<file path="src/rtl/stage_id_pipe.sv">
// -----------------------------------------------------------------------------
// stage_id_pipe
//   Instruction decode stage. Decodes a raw RV32I-class instruction, reads the
//   internal register file, resolves rs1/rs2 through NUM_FWD prioritised
//   forwarding sources (index 0 = youngest = highest priority), detects
//   load-use hazards and registers everything into the ID/EX register.
//
//   Handshake (both sides): a transfer happens on a rising edge where valid
//   and ready are both high. valid never depends on ready of the same side;
//   once out_valid_o is high the payload holds until out_ready_i accepts it
//   (or flush_i / rst_i clears it). in_ready_o is forced high during flush_i
//   so IF can drop the killed instruction.
//
//   Optional feature macro: RF_WRITE_BYPASS_EN
//     defined   : a same-cycle RF write to a register being read is returned
//                 (write-through), below all forwarding sources in priority.
//     undefined : reads return the old contents; the write is visible from
//                 the next cycle.
//
// Ports
//   clk_i, rst_i          clock, synchronous active-high reset
//   in_valid_i/in_ready_o upstream handshake (from stage_if)
//   instruction_i, pc_i   raw instruction and its address
//   flush_i               kill in-flight and incoming instruction
//   rf_we_i/rd_i/rf_wd_i  register-file write-back port
//   fwd_valid_i           per source: holds a register-writing instruction
//   fwd_pending_i         per source: data not yet available (load in flight)
//   fwd_rd_i, fwd_dat_i   per source destination register / data (packed)
//   out_valid_o/out_ready_i downstream handshake (to stage_ex)
//   funct3_o, rs1_o, rs2_o, rd_o, alu_op_o, dat_a_o, dat_b_o, store_dat_o,
//   imm_o, csr_addr_o, is_*_o class flags, e_illegal_inst_o : ID/EX payload
// -----------------------------------------------------------------------------
module stage_id_pipe #(
   parameter int XLEN     = 32,
   parameter int NUM_REGS = 32,
   parameter int NUM_FWD  = 2
) (
   input  logic                      clk_i,
   input  logic                      rst_i,
   input  logic                      in_valid_i,
   output logic                      in_ready_o,
   input  logic [31:0]               instruction_i,
   input  logic [XLEN-1:0]           pc_i,
   input  logic                      flush_i,
   input  logic                      rf_we_i,
   input  logic [4:0]                rd_i,
   input  logic [XLEN-1:0]           rf_wd_i,
   input  logic [NUM_FWD-1:0]        fwd_valid_i,
   input  logic [NUM_FWD-1:0]        fwd_pending_i,
   input  logic [5*NUM_FWD-1:0]      fwd_rd_i,
   input  logic [XLEN*NUM_FWD-1:0]   fwd_dat_i,
   output logic                      out_valid_o,
   input  logic                      out_ready_i,
   output logic [2:0]                funct3_o,
   output logic [4:0]                rs1_o,
   output logic [4:0]                rs2_o,
   output logic [4:0]                rd_o,
   output logic [3:0]                alu_op_o,
   output logic [XLEN-1:0]           dat_a_o,
   output logic [XLEN-1:0]           dat_b_o,
   output logic [XLEN-1:0]           store_dat_o,
   output logic [XLEN-1:0]           imm_o,
   output logic [11:0]               csr_addr_o,
   output logic                      is_op_o,
   output logic                      is_lui_o,
   output logic                      is_auipc_o,
   output logic                      is_jal_o,
   output logic                      is_jalr_o,
   output logic                      is_branch_o,
   output logic                      is_load_o,
   output logic                      is_store_o,
   output logic                      is_misc_mem_o,
   output logic                      is_system_o,
   output logic                      e_illegal_inst_o
);

   localparam int         RAW    = (NUM_REGS > 1) ? $clog2(NUM_REGS) : 1;
   localparam logic [5:0] NREGS6 = 6'(NUM_REGS);

   localparam logic [6:0] OPC_LOAD     = 7'b0000011;
   localparam logic [6:0] OPC_MISC_MEM = 7'b0001111;
   localparam logic [6:0] OPC_OP_IMM   = 7'b0010011;
   localparam logic [6:0] OPC_AUIPC    = 7'b0010111;
   localparam logic [6:0] OPC_STORE    = 7'b0100011;
   localparam logic [6:0] OPC_OP       = 7'b0110011;
   localparam logic [6:0] OPC_LUI      = 7'b0110111;
   localparam logic [6:0] OPC_BRANCH   = 7'b1100011;
   localparam logic [6:0] OPC_JALR     = 7'b1100111;
   localparam logic [6:0] OPC_JAL      = 7'b1101111;
   localparam logic [6:0] OPC_SYSTEM   = 7'b1110011;

   // ---------------------------------------------------------------------------
   // Register file
   // ---------------------------------------------------------------------------
   logic [XLEN-1:0] rf [NUM_REGS];

   always_ff @(posedge clk_i) begin
      if (rst_i) begin
         for (int r = 0; r < NUM_REGS; r++) rf[r] <= '0;
      end else if (rf_we_i && rd_i != 5'd0 && {1'b0, rd_i} < NREGS6) begin
         rf[rd_i[RAW-1:0]] <= rf_wd_i;
      end
   end

   // ---------------------------------------------------------------------------
   // Field extraction and class decode
   // ---------------------------------------------------------------------------
   logic [6:0]      opcode;
   logic [2:0]      f3;
   logic [4:0]      rs1, rs2, rd;
   logic [XLEN-1:0] imm_i, imm_s, imm_b, imm_u, imm_j;

   assign opcode = instruction_i[6:0];
   assign f3     = instruction_i[14:12];
   assign rs1    = instruction_i[19:15];
   assign rs2    = instruction_i[24:20];
   assign rd     = instruction_i[11:7];

   // Casting a signed value to XLEN bits sign-extends it.
   assign imm_i = XLEN'($signed(instruction_i[31:20]));
   assign imm_s = XLEN'($signed({instruction_i[31:25], instruction_i[11:7]}));
   assign imm_b = XLEN'($signed({instruction_i[31], instruction_i[7],
                                 instruction_i[30:25], instruction_i[11:8], 1'b0}));
   assign imm_u = XLEN'($signed({instruction_i[31:12], 12'b0}));
   assign imm_j = XLEN'($signed({instruction_i[31], instruction_i[19:12],
                                 instruction_i[20], instruction_i[30:21], 1'b0}));

   // Raw class flags straight from the opcode (before the illegal mask).
   logic c_op, c_op_imm, c_lui, c_auipc, c_jal, c_jalr, c_branch;
   logic c_load, c_store, c_misc_mem, c_system, opc_known;
   logic use_rs1, use_rs2, use_rd, range_bad, illegal;

   always_comb begin
      c_op       = 1'b0;
      c_op_imm   = 1'b0;
      c_lui      = 1'b0;
      c_auipc    = 1'b0;
      c_jal      = 1'b0;
      c_jalr     = 1'b0;
      c_branch   = 1'b0;
      c_load     = 1'b0;
      c_store    = 1'b0;
      c_misc_mem = 1'b0;
      c_system   = 1'b0;
      opc_known  = 1'b1;
      case (opcode)
         OPC_OP:       c_op       = 1'b1;
         OPC_OP_IMM:   c_op_imm   = 1'b1;
         OPC_LUI:      c_lui      = 1'b1;
         OPC_AUIPC:    c_auipc    = 1'b1;
         OPC_JAL:      c_jal      = 1'b1;
         OPC_JALR:     c_jalr     = 1'b1;
         OPC_BRANCH:   c_branch   = 1'b1;
         OPC_LOAD:     c_load     = 1'b1;
         OPC_STORE:    c_store    = 1'b1;
         OPC_MISC_MEM: c_misc_mem = 1'b1;
         OPC_SYSTEM:   c_system   = 1'b1;
         default:      opc_known  = 1'b0;
      endcase

      // CSR register forms (funct3 = 1..3) read rs1; all CSR forms write rd.
      use_rs1 = c_op | c_op_imm | c_jalr | c_branch | c_load | c_store |
                (c_system & ~f3[2] & (f3 != 3'b000));
      use_rs2 = c_op | c_branch | c_store;
      use_rd  = c_op | c_op_imm | c_lui | c_auipc | c_jal | c_jalr | c_load |
                (c_system & (f3 != 3'b000));

      // Register indices beyond NUM_REGS (E-variant) make the instruction illegal.
      range_bad = (use_rs1 && {1'b0, rs1} >= NREGS6) ||
                  (use_rs2 && {1'b0, rs2} >= NREGS6) ||
                  (use_rd  && {1'b0, rd}  >= NREGS6);

      illegal = (opcode[1:0] != 2'b11) || !opc_known || range_bad;
   end

   // ---------------------------------------------------------------------------
   // Operand read: RF (optionally write-through), then forwarding override.
   // Slot 0 = rs1, slot 1 = rs2.
   // ---------------------------------------------------------------------------
   logic [4:0]      rs_sel   [2];
   logic [XLEN-1:0] rf_val   [2];
   logic [XLEN-1:0] opnd     [2];
   logic            fwd_hit  [2];
   logic            fwd_pend [2];

   always_comb begin
      rs_sel[0] = rs1;
      rs_sel[1] = rs2;
      for (int s = 0; s < 2; s++) begin
         rf_val[s] = '0;
         if (rs_sel[s] != 5'd0 && {1'b0, rs_sel[s]} < NREGS6) begin
            rf_val[s] = rf[rs_sel[s][RAW-1:0]];
         end
`ifdef RF_WRITE_BYPASS_EN
         if (rf_we_i && rd_i == rs_sel[s] && rs_sel[s] != 5'd0 &&
             {1'b0, rd_i} < NREGS6) begin
            rf_val[s] = rf_wd_i;
         end
`endif
         opnd[s]     = rf_val[s];
         fwd_hit[s]  = 1'b0;
         fwd_pend[s] = 1'b0;
         // Walk from the oldest source down so the lowest matching index wins.
         for (int k = NUM_FWD - 1; k >= 0; k--) begin
            if (fwd_valid_i[k] && fwd_rd_i[k*5 +: 5] == rs_sel[s] &&
                rs_sel[s] != 5'd0) begin
               opnd[s]     = fwd_dat_i[k*XLEN +: XLEN];
               fwd_hit[s]  = 1'b1;
               fwd_pend[s] = fwd_pending_i[k];
            end
         end
      end
   end

   // ---------------------------------------------------------------------------
   // Hazard and handshake
   // ---------------------------------------------------------------------------
   logic hazard, adv, accept;

   assign hazard = in_valid_i &&
                   ((use_rs1 && fwd_hit[0] && fwd_pend[0]) ||
                    (use_rs2 && fwd_hit[1] && fwd_pend[1]));
   assign adv        = out_ready_i || !out_valid_o;
   assign in_ready_o = flush_i || (adv && !hazard);
   assign accept     = !flush_i && adv && in_valid_i && !hazard;

   // ---------------------------------------------------------------------------
   // Next payload (final classes are masked by illegal)
   // ---------------------------------------------------------------------------
   logic            n_op, n_lui, n_auipc, n_jal, n_jalr, n_branch;
   logic            n_load, n_store, n_misc_mem, n_system;
   logic [3:0]      n_alu_op;
   logic [XLEN-1:0] n_imm, n_dat_a, n_dat_b;
   logic [11:0]     n_csr;

   always_comb begin
      n_op       = (c_op | c_op_imm) & ~illegal;
      n_lui      = c_lui      & ~illegal;
      n_auipc    = c_auipc    & ~illegal;
      n_jal      = c_jal      & ~illegal;
      n_jalr     = c_jalr     & ~illegal;
      n_branch   = c_branch   & ~illegal;
      n_load     = c_load     & ~illegal;
      n_store    = c_store    & ~illegal;
      n_misc_mem = c_misc_mem & ~illegal;
      n_system   = c_system   & ~illegal;

      n_imm = '0;
      if (c_op_imm || c_load || c_jalr || c_system) n_imm = imm_i;
      if (c_store)                                  n_imm = imm_s;
      if (c_branch)                                 n_imm = imm_b;
      if (c_lui || c_auipc)                         n_imm = imm_u;
      if (c_jal)                                    n_imm = imm_j;
      if (illegal)                                  n_imm = '0;

      // funct7[5] only selects SUB/SRA; for OP-IMM it is imm bits except on shifts.
      n_alu_op = 4'b0000;
      if (c_op)     n_alu_op = {instruction_i[30], f3};
      if (c_op_imm) n_alu_op = (f3 == 3'b001 || f3 == 3'b101) ?
                               {instruction_i[30], f3} : {1'b0, f3};
      if (illegal)  n_alu_op = 4'b0000;

      n_dat_a = '0;
      if (n_op || n_jalr || n_branch || n_load || n_store || n_system) n_dat_a = opnd[0];
      if (n_auipc || n_jal)                                          n_dat_a = pc_i;

      n_dat_b = n_imm;
      if (n_op && c_op)     n_dat_b = opnd[1];
      if (n_branch)         n_dat_b = opnd[1];
      if (n_jal || n_jalr)  n_dat_b = XLEN'(4);

      n_csr = n_system ? instruction_i[31:20] : 12'd0;
   end

   // ---------------------------------------------------------------------------
   // ID/EX register
   // ---------------------------------------------------------------------------
   always_ff @(posedge clk_i) begin
      if (rst_i) begin
         out_valid_o      <= 1'b0;
         funct3_o         <= '0;
         rs1_o            <= '0;
         rs2_o            <= '0;
         rd_o             <= '0;
         alu_op_o         <= '0;
         dat_a_o          <= '0;
         dat_b_o          <= '0;
         store_dat_o      <= '0;
         imm_o            <= '0;
         csr_addr_o       <= '0;
         is_op_o          <= 1'b0;
         is_lui_o         <= 1'b0;
         is_auipc_o       <= 1'b0;
         is_jal_o         <= 1'b0;
         is_jalr_o        <= 1'b0;
         is_branch_o      <= 1'b0;
         is_load_o        <= 1'b0;
         is_store_o       <= 1'b0;
         is_misc_mem_o    <= 1'b0;
         is_system_o      <= 1'b0;
         e_illegal_inst_o <= 1'b0;
      end else if (flush_i) begin
         out_valid_o <= 1'b0;
      end else if (adv) begin
         // A hazard with adv high leaves a bubble behind.
         out_valid_o <= in_valid_i && !hazard;
         if (accept) begin
            funct3_o         <= f3;
            rs1_o            <= rs1;
            rs2_o            <= rs2;
            rd_o             <= rd;
            alu_op_o         <= n_alu_op;
            dat_a_o          <= n_dat_a;
            dat_b_o          <= n_dat_b;
            store_dat_o      <= opnd[1];
            imm_o            <= n_imm;
            csr_addr_o       <= n_csr;
            is_op_o          <= n_op;
            is_lui_o         <= n_lui;
            is_auipc_o       <= n_auipc;
            is_jal_o         <= n_jal;
            is_jalr_o        <= n_jalr;
            is_branch_o      <= n_branch;
            is_load_o        <= n_load;
            is_store_o       <= n_store;
            is_misc_mem_o    <= n_misc_mem;
            is_system_o      <= n_system;
            e_illegal_inst_o <= illegal;
         end
      end
   end

endmodule

</file>
<file path="config.mk">
export PLATFORM = sky130hd
export DESIGN_NAME = stage_id_pipe
export DESIGN_NICKNAME = d
export VERILOG_FILES = /design/src/rtl/stage_id_pipe.sv
export SDC_FILE = /design/constraint.sdc
export NUM_CORES = 2
export LEC_CHECK = 0
export BUFFER_PORTS_ARGS = -buffer_cell sky130_fd_sc_hd__buf_4
export CAP_MARGIN = 20
export CORE_ASPECT_RATIO = 0.8
export CORE_MARGIN = 2
export CORE_UTILIZATION = 30
export DETAILED_ROUTE_END_ITERATION = 8
export GPL_TIMING_DRIVEN = 1
export SLEW_MARGIN = 30
export SYNTH_ARGS = -nofsm -noshare
export SYNTH_HDL_FRONTEND = slang
export SYNTH_SLANG_ARGS = --single-unit
</file>
<file path="constraint.sdc">
create_clock -name clk_i -period 5 [get_ports clk_i]
set_clock_uncertainty 0.15 [all_clocks]
set_input_delay 0.75 -clock clk_i [delete_from_list [all_inputs] [get_ports clk_i]]
set_output_delay 0.75 -clock clk_i [all_outputs]
set_load 0.005 [all_outputs]
</file>
[Yosys cells after proc, flatten, opt, wreduce, memory -nomap -nowiden]
Memories as Yosys holds them, arrays and structs flattened.
Index checks and enable logic that the tools add are counted.
Operators by class
  equal/unequal tests: 18
  mux-type cells: 50
  bitwise logic cells: 23
  reduce and logical (&&, ||, !) cells: 48
Operator list (number)
  $mux W32: 18
  $reduce_or A32 Y1: 1
  $eq A7 B7 Y1 const B: 4
  $mux W1: 26
  $eq A7 B6 Y1 const B: 3
  $eq A5 B5 Y1: 4
  $logic_and A1 B1 Y1: 20
  $logic_or A1 B1 Y1: 16
  $mux W4: 4
  $reduce_bool A5 Y1: 3
  $eq A7 B5 Y1 const B: 2
  $and A1 B1 Y1: 12
  $mux W12: 1
  $reduce_or A11 Y1: 1
  $or A1 B1 Y1: 8
  $eq A7 B2 Y1 const B: 1
  $eq A7 B4 Y1 const B: 1
  $mux W5: 1
  $logic_not A1 Y1: 4
  $eq A3 B1 Y1 const B: 1
  $eq A3 B3 Y1 const B: 1
  $not A1 Y1: 3
  $reduce_and A3 Y1: 1
  $reduce_bool A3 Y1: 1
  other kinds (2): 2
Storage, ports and cells
  register bits after elaboration: 174
  bits in writable memories: 1024
  input bits: 185
  output and inout port bits: 175
  word-level logic and storage cells: 162
  memories: 1
Memories
  rf: words 32, width 32, rd ports 2, clocked after memory_dff 0, write ports 32, line 95  | logic [XLEN-1:0] rf [NUM_REGS];

[Longest topological paths before layout]
  depth after elaboration: 15
  mapped depth: 13
  gate-level depth less buffers: 7

[Worst setup path before layout]
Ideal clock, no wire load.
  kind: input to register
  from: input port rst_i
  to: memory rf[25][0] (enable)
  setup time: 0.466 ns
  arrival time: 3.861 ns
  data required time: 4.384 ns
  slack: 0.524 ns
  stages on the path: 5
  path buffers: 2
  path through: clkbuf_1 nor2b_1 nand3b_1 clkbuf_1 o21ai_0
RTL lines
  start, declared: line 39  | input logic rst_i,
  end, declared: line 95

[Worst setup path in the final report]
  from: input port instruction_i[24]
  to: output port in_ready_o
Between the ends
  word-level cells in the longest chain between the ends: 12
  elaborated cells on any way between the ends: 18
  classes of those cells: eq/ne: 2; mux: 4; reduce/logical: 12
Ends and longest elaborated chain
  start, declared: line 42  | input logic [31:0] instruction_i,
  $eq A5 B5 Y1: line 205  | if (fwd_valid_i[k] && fwd_rd_i[k*5 +: 5] == rs_sel[s] &&
  $logic_and A1 B1 Y1 (2 in a row): line 205
  $mux W1 (2 in a row): line 205
  $logic_and A1 B1 Y1: line 222  | (use_rs2 && fwd_hit[1] && fwd_pend[1]));
  $logic_and A1 B1 Y1 (*): line 222
  $logic_or A1 B1 Y1 (*): line 221  | ((use_rs1 && fwd_hit[0] && fwd_pend[0]) ||
  $logic_and A1 B1 Y1 (*): line 220  | assign hazard = in_valid_i &&
  $logic_not A1 Y1 (*): line 224  | assign in_ready_o = flush_i || (adv && !hazard);
  $logic_and A1 B1 Y1 (*): line 224
  $logic_or A1 B1 Y1 (*): line 224
  end, declared: line 41  | output logic in_ready_o,
Every way passes the cells marked *; elsewhere a longest branch is shown, timed or not.

==> results.yml <==
global_routing:
  grt.met2_usage_pct: 35.65
  gr-max-usage-layer: "met2"
  grt_first_pass_wirelength_mm: 366.7
  grt.overflow.total: 0
  grtUsageMet1_pct: 33.41
  antenna_found_initial: 40
  grt_max_degree: 116
  grt_pass1_vias: 44840
  grtUsageMet3_pct: 6.736
  track_usage_pct: 24.14
timing:
  period_share_pct: 78.10
  rsz0062_at_grt: "no"
  final_max_slew_viol_count: 0
  min_period_ns: 3.905
  setup_violations: 0
  slew_headroom_pct: 30.72
  fmax_mhz: 256.1
  finalWorstSetupSlack_ns: 1.095
  worst_slew_pin_slew_ns: 1.026
  finalSetupTns_ns: 0
  hold_ws_ns: 0.08208
  finalHoldViolCount: 0
synth:
  synth-seq-area-share_pct: 54.07
  synth-xor-area-share_pct: 0.2905
  synthAdderAreaFrac_pct: 0
  synth-async-reset-ratio_pct: 0
  synth-edff-count: 1024
  syn_avg_cell_area_um2: 13.38
  syn_inst: 4732
  synth-seq-cells: 1198
  yosysWarnings: 0
  synth_top_family_by_area: "multiplexers"
  synthDistinctLibCells: 77
  muxShareOfSynthArea_pct: 20.93
  synthFlopType: "edfxtp_1"
  synth_compound_area_share_pct: 6.848
  synthesis.area_mm2: 0.06331
  synth_simple_gate_area_share_pct: 14.32
route:
  via_per_inst: 5.934
  wire_per_inst_um: 33.83
  firstDrtPassIters: 8
  drc: 0
  via_count: 46880
  drtAntennaViolNets: 0
  wirelength_mm: 267.2
  first_iter_violations: 8247
hold_path:
  whs_path_depth: 3
  holdPathEnd: "rd_o[2]"
  hp-start: "instruction_i[9]"
  worstHoldPathType: "in2reg"
placement:
  gp_congestion: 0.9422
  post-place-ws_ns: 0.7305
  numPortBuffers: 359
  placed_cells: 7653
  dp_hpwl_mm: 174.4
floorplanning:
  start_util_pct: 30.25
  rows: 150
  die_area_mm2: 0.2147
  pin_count: 360
  die_h_um: 414.9
  die_x_um: 517.6
  core_mm2: 0.2093
pwr:
  p_switching_mw: 6.511
  p_per_area_mw_per_mm2: 324.7
  fin_total_pwr_mw: 24.16
  p_int_mw: 17.65
  seqPwrFrac_pct: 48.2
  vdd_drop_max_uv: 298.2
  switching_share_pct: 26.95
  p_leak_nw: 25.96
  combPwrFrac_pct: 13.5
  clockPowerShare_pct: 38.3
setup_path:
  crit_path_end_kind: "output port"
  crit_fanout: 25
  slowest_stage: "or2_2"
  r2r_setup_slack_ns: 1.89
  r2r_end: "store_dat_o[17]"
  worst_setup_path_start_kind: "input port"
  ff2ff_path_depth: 9
  critPathKind: "in2out"
  worstPathRequired_ns: 4.10
  crit_top_cell: "buf_4"
  r2r_start: "rf[18][17]"
  arrival_ns: 3.01
  slowest_delay_ns: 0.49
  path_cells: "buf_4 > or2_2 > o311ai_1 > nor4b_1 > mux2_2 > a21oi_1 > nor2_1 > o21bai_1 > buf_4"
cts:
  clkSlewWorstSetupHoldPaths_ns: 0.06
  cts_sinks: 1198
  postCtsSetupBuffers: 0
  cts_made_buffers: 116
  cts_tree: "built"
  root_buffer: "clkbuf_16"
  cts.path.max_buffers: 3
  cts_htree_levels: 3
  clock_latency_ns: 0.80
layout:
  syn_to_final_growth_pct: 17.55
  layout_commonest_cell: "edfxtp_1"
  drive_gt1_share_pct: 26.20
  mostFrequentLayoutCells: "edfxtp_1 (1024), and2_1 (997), buf_4 (521)"
  final_cell_count_no_fill: 7899
  nets: 5146
run:
  maxCapViolations: 0
status:
  outcome: "finished clean"
==> final cells by class <==
type	instances	area [um2]
Sequential cell	1198	34230
Timing Repair Buffer	577	4984
Clock buffer	144	3049
Clock inverter	75	768.2
Multi-Input combinational cell	3028	27650
Fill cell	19940	134800
Antenna cell	25	62.56
Tap cell	2812	3518
Inverter	40	155.1
==> kinds of logic after synthesis <==
family / after synthesis
other: 1
DFF: 1198
buffers and inverters: 537
xor gates and xnor gates: 21
and+or+nand+nor: 1613
muxes: 735
AOI/OAI and AO/OA: 627
==> power groups by stage <==
stage / registers [mW] / logic, mW / clock network, mW
global route: 11.7 / 3.34 / 9.64
CTS: 11.6 / 3.19 / 9.26
global placement: 11.8 / 3.17 / 0
finish: 11.6 / 3.26 / 9.25
detailed placement: 11.8 / 3.18 / 0
floorplan: 11.8 / 1.77 / 0
==> worst max-delay path, delay by kind of cell <==
kind                   cells  cell delay [ns]
AO/OA/AOI/OAI              3             0.79
buffers and inverters      2             0.47
multiplexers               1             0.33
AND/OR/NAND/NOR            3             0.63
==> registers in the layout, summed over array words and instances (netlist names), 3 cells and up <==
name,count
rf,1024
dat_a_o,32
dat_b_o,32
imm_o,32
store_dat_o,32
csr_addr_o,12
rd_o,5
rs1_o,5
rs2_o,5
alu_op_o,4
funct3_o,3
==> per-stage QoR <==
stage / utilization (%) / cell area (um2)
floorplan: - / 63420
detailed placement: 33.69 / 70510
global placement: 33.69 / 70500
global route: 35.54 / 74380
CTS: 35.52 / 74340
finish: 35.56 / 74420
==> what timing repair did <==
item	in CTS	in global routing
hold buffers	1	0
resized for setup	0	0
endpoints found under the hold margin	1	0
==> how the worst max path moves through the flow <==
stage                            from  slack [ns]         endpoint  cells past startpoint
finish              instruction_i[24]        1.09       in_ready_o                      9
floorplan                       rst_i        0.52        rf[25][0]                      5
global placement    instruction_i[15]        0.76      dat_a_o[21]                      9
detailed placement  instruction_i[22]        0.73  store_dat_o[17]                     13
global route        instruction_i[24]        1.02       in_ready_o                      9
CTS                 instruction_i[24]        1.16       in_ready_o                      9
==> layer usage <==
| metal | routed length, um | share of wire, % |
|---|---|---|
| met2 | 117400 | 44 |
| met3 | 34890 | 13 |
| met4 | 10770 | 4.0 |
| met5 | 34 | 0.013 |
| met1 | 104100 | 39 |
==> cell usage after synthesis (23+ instances only) <==
cell       number  area (um2)
a2111oi_0      34       297.8
a21oi_1       136       680.7
a221oi_1       54       473.0
a22o_1         33       289.0
a22oi_1        67       503.0
a31oi_1        40       250.2
and2_1        997        6237
buf_1          23       86.33
buf_2          81       405.4
buf_4          27       202.7
clkbuf_1      364        1366
dfxtp_1       174        3483
edfxtp_1     1024       30750
inv_1          40       150.1
mux2i_1       256        2562
mux4_2        470       10590
nand2_1       170       638.1
nand2b_1       23       143.9
nand3_1        69       345.3
nor2_1        194       728.2
nor3_1         82       410.4
o211ai_1       25       187.7
o21ai_0       108       540.5
o22ai_1        24       150.1
Power figures use the tool's default switching activity.
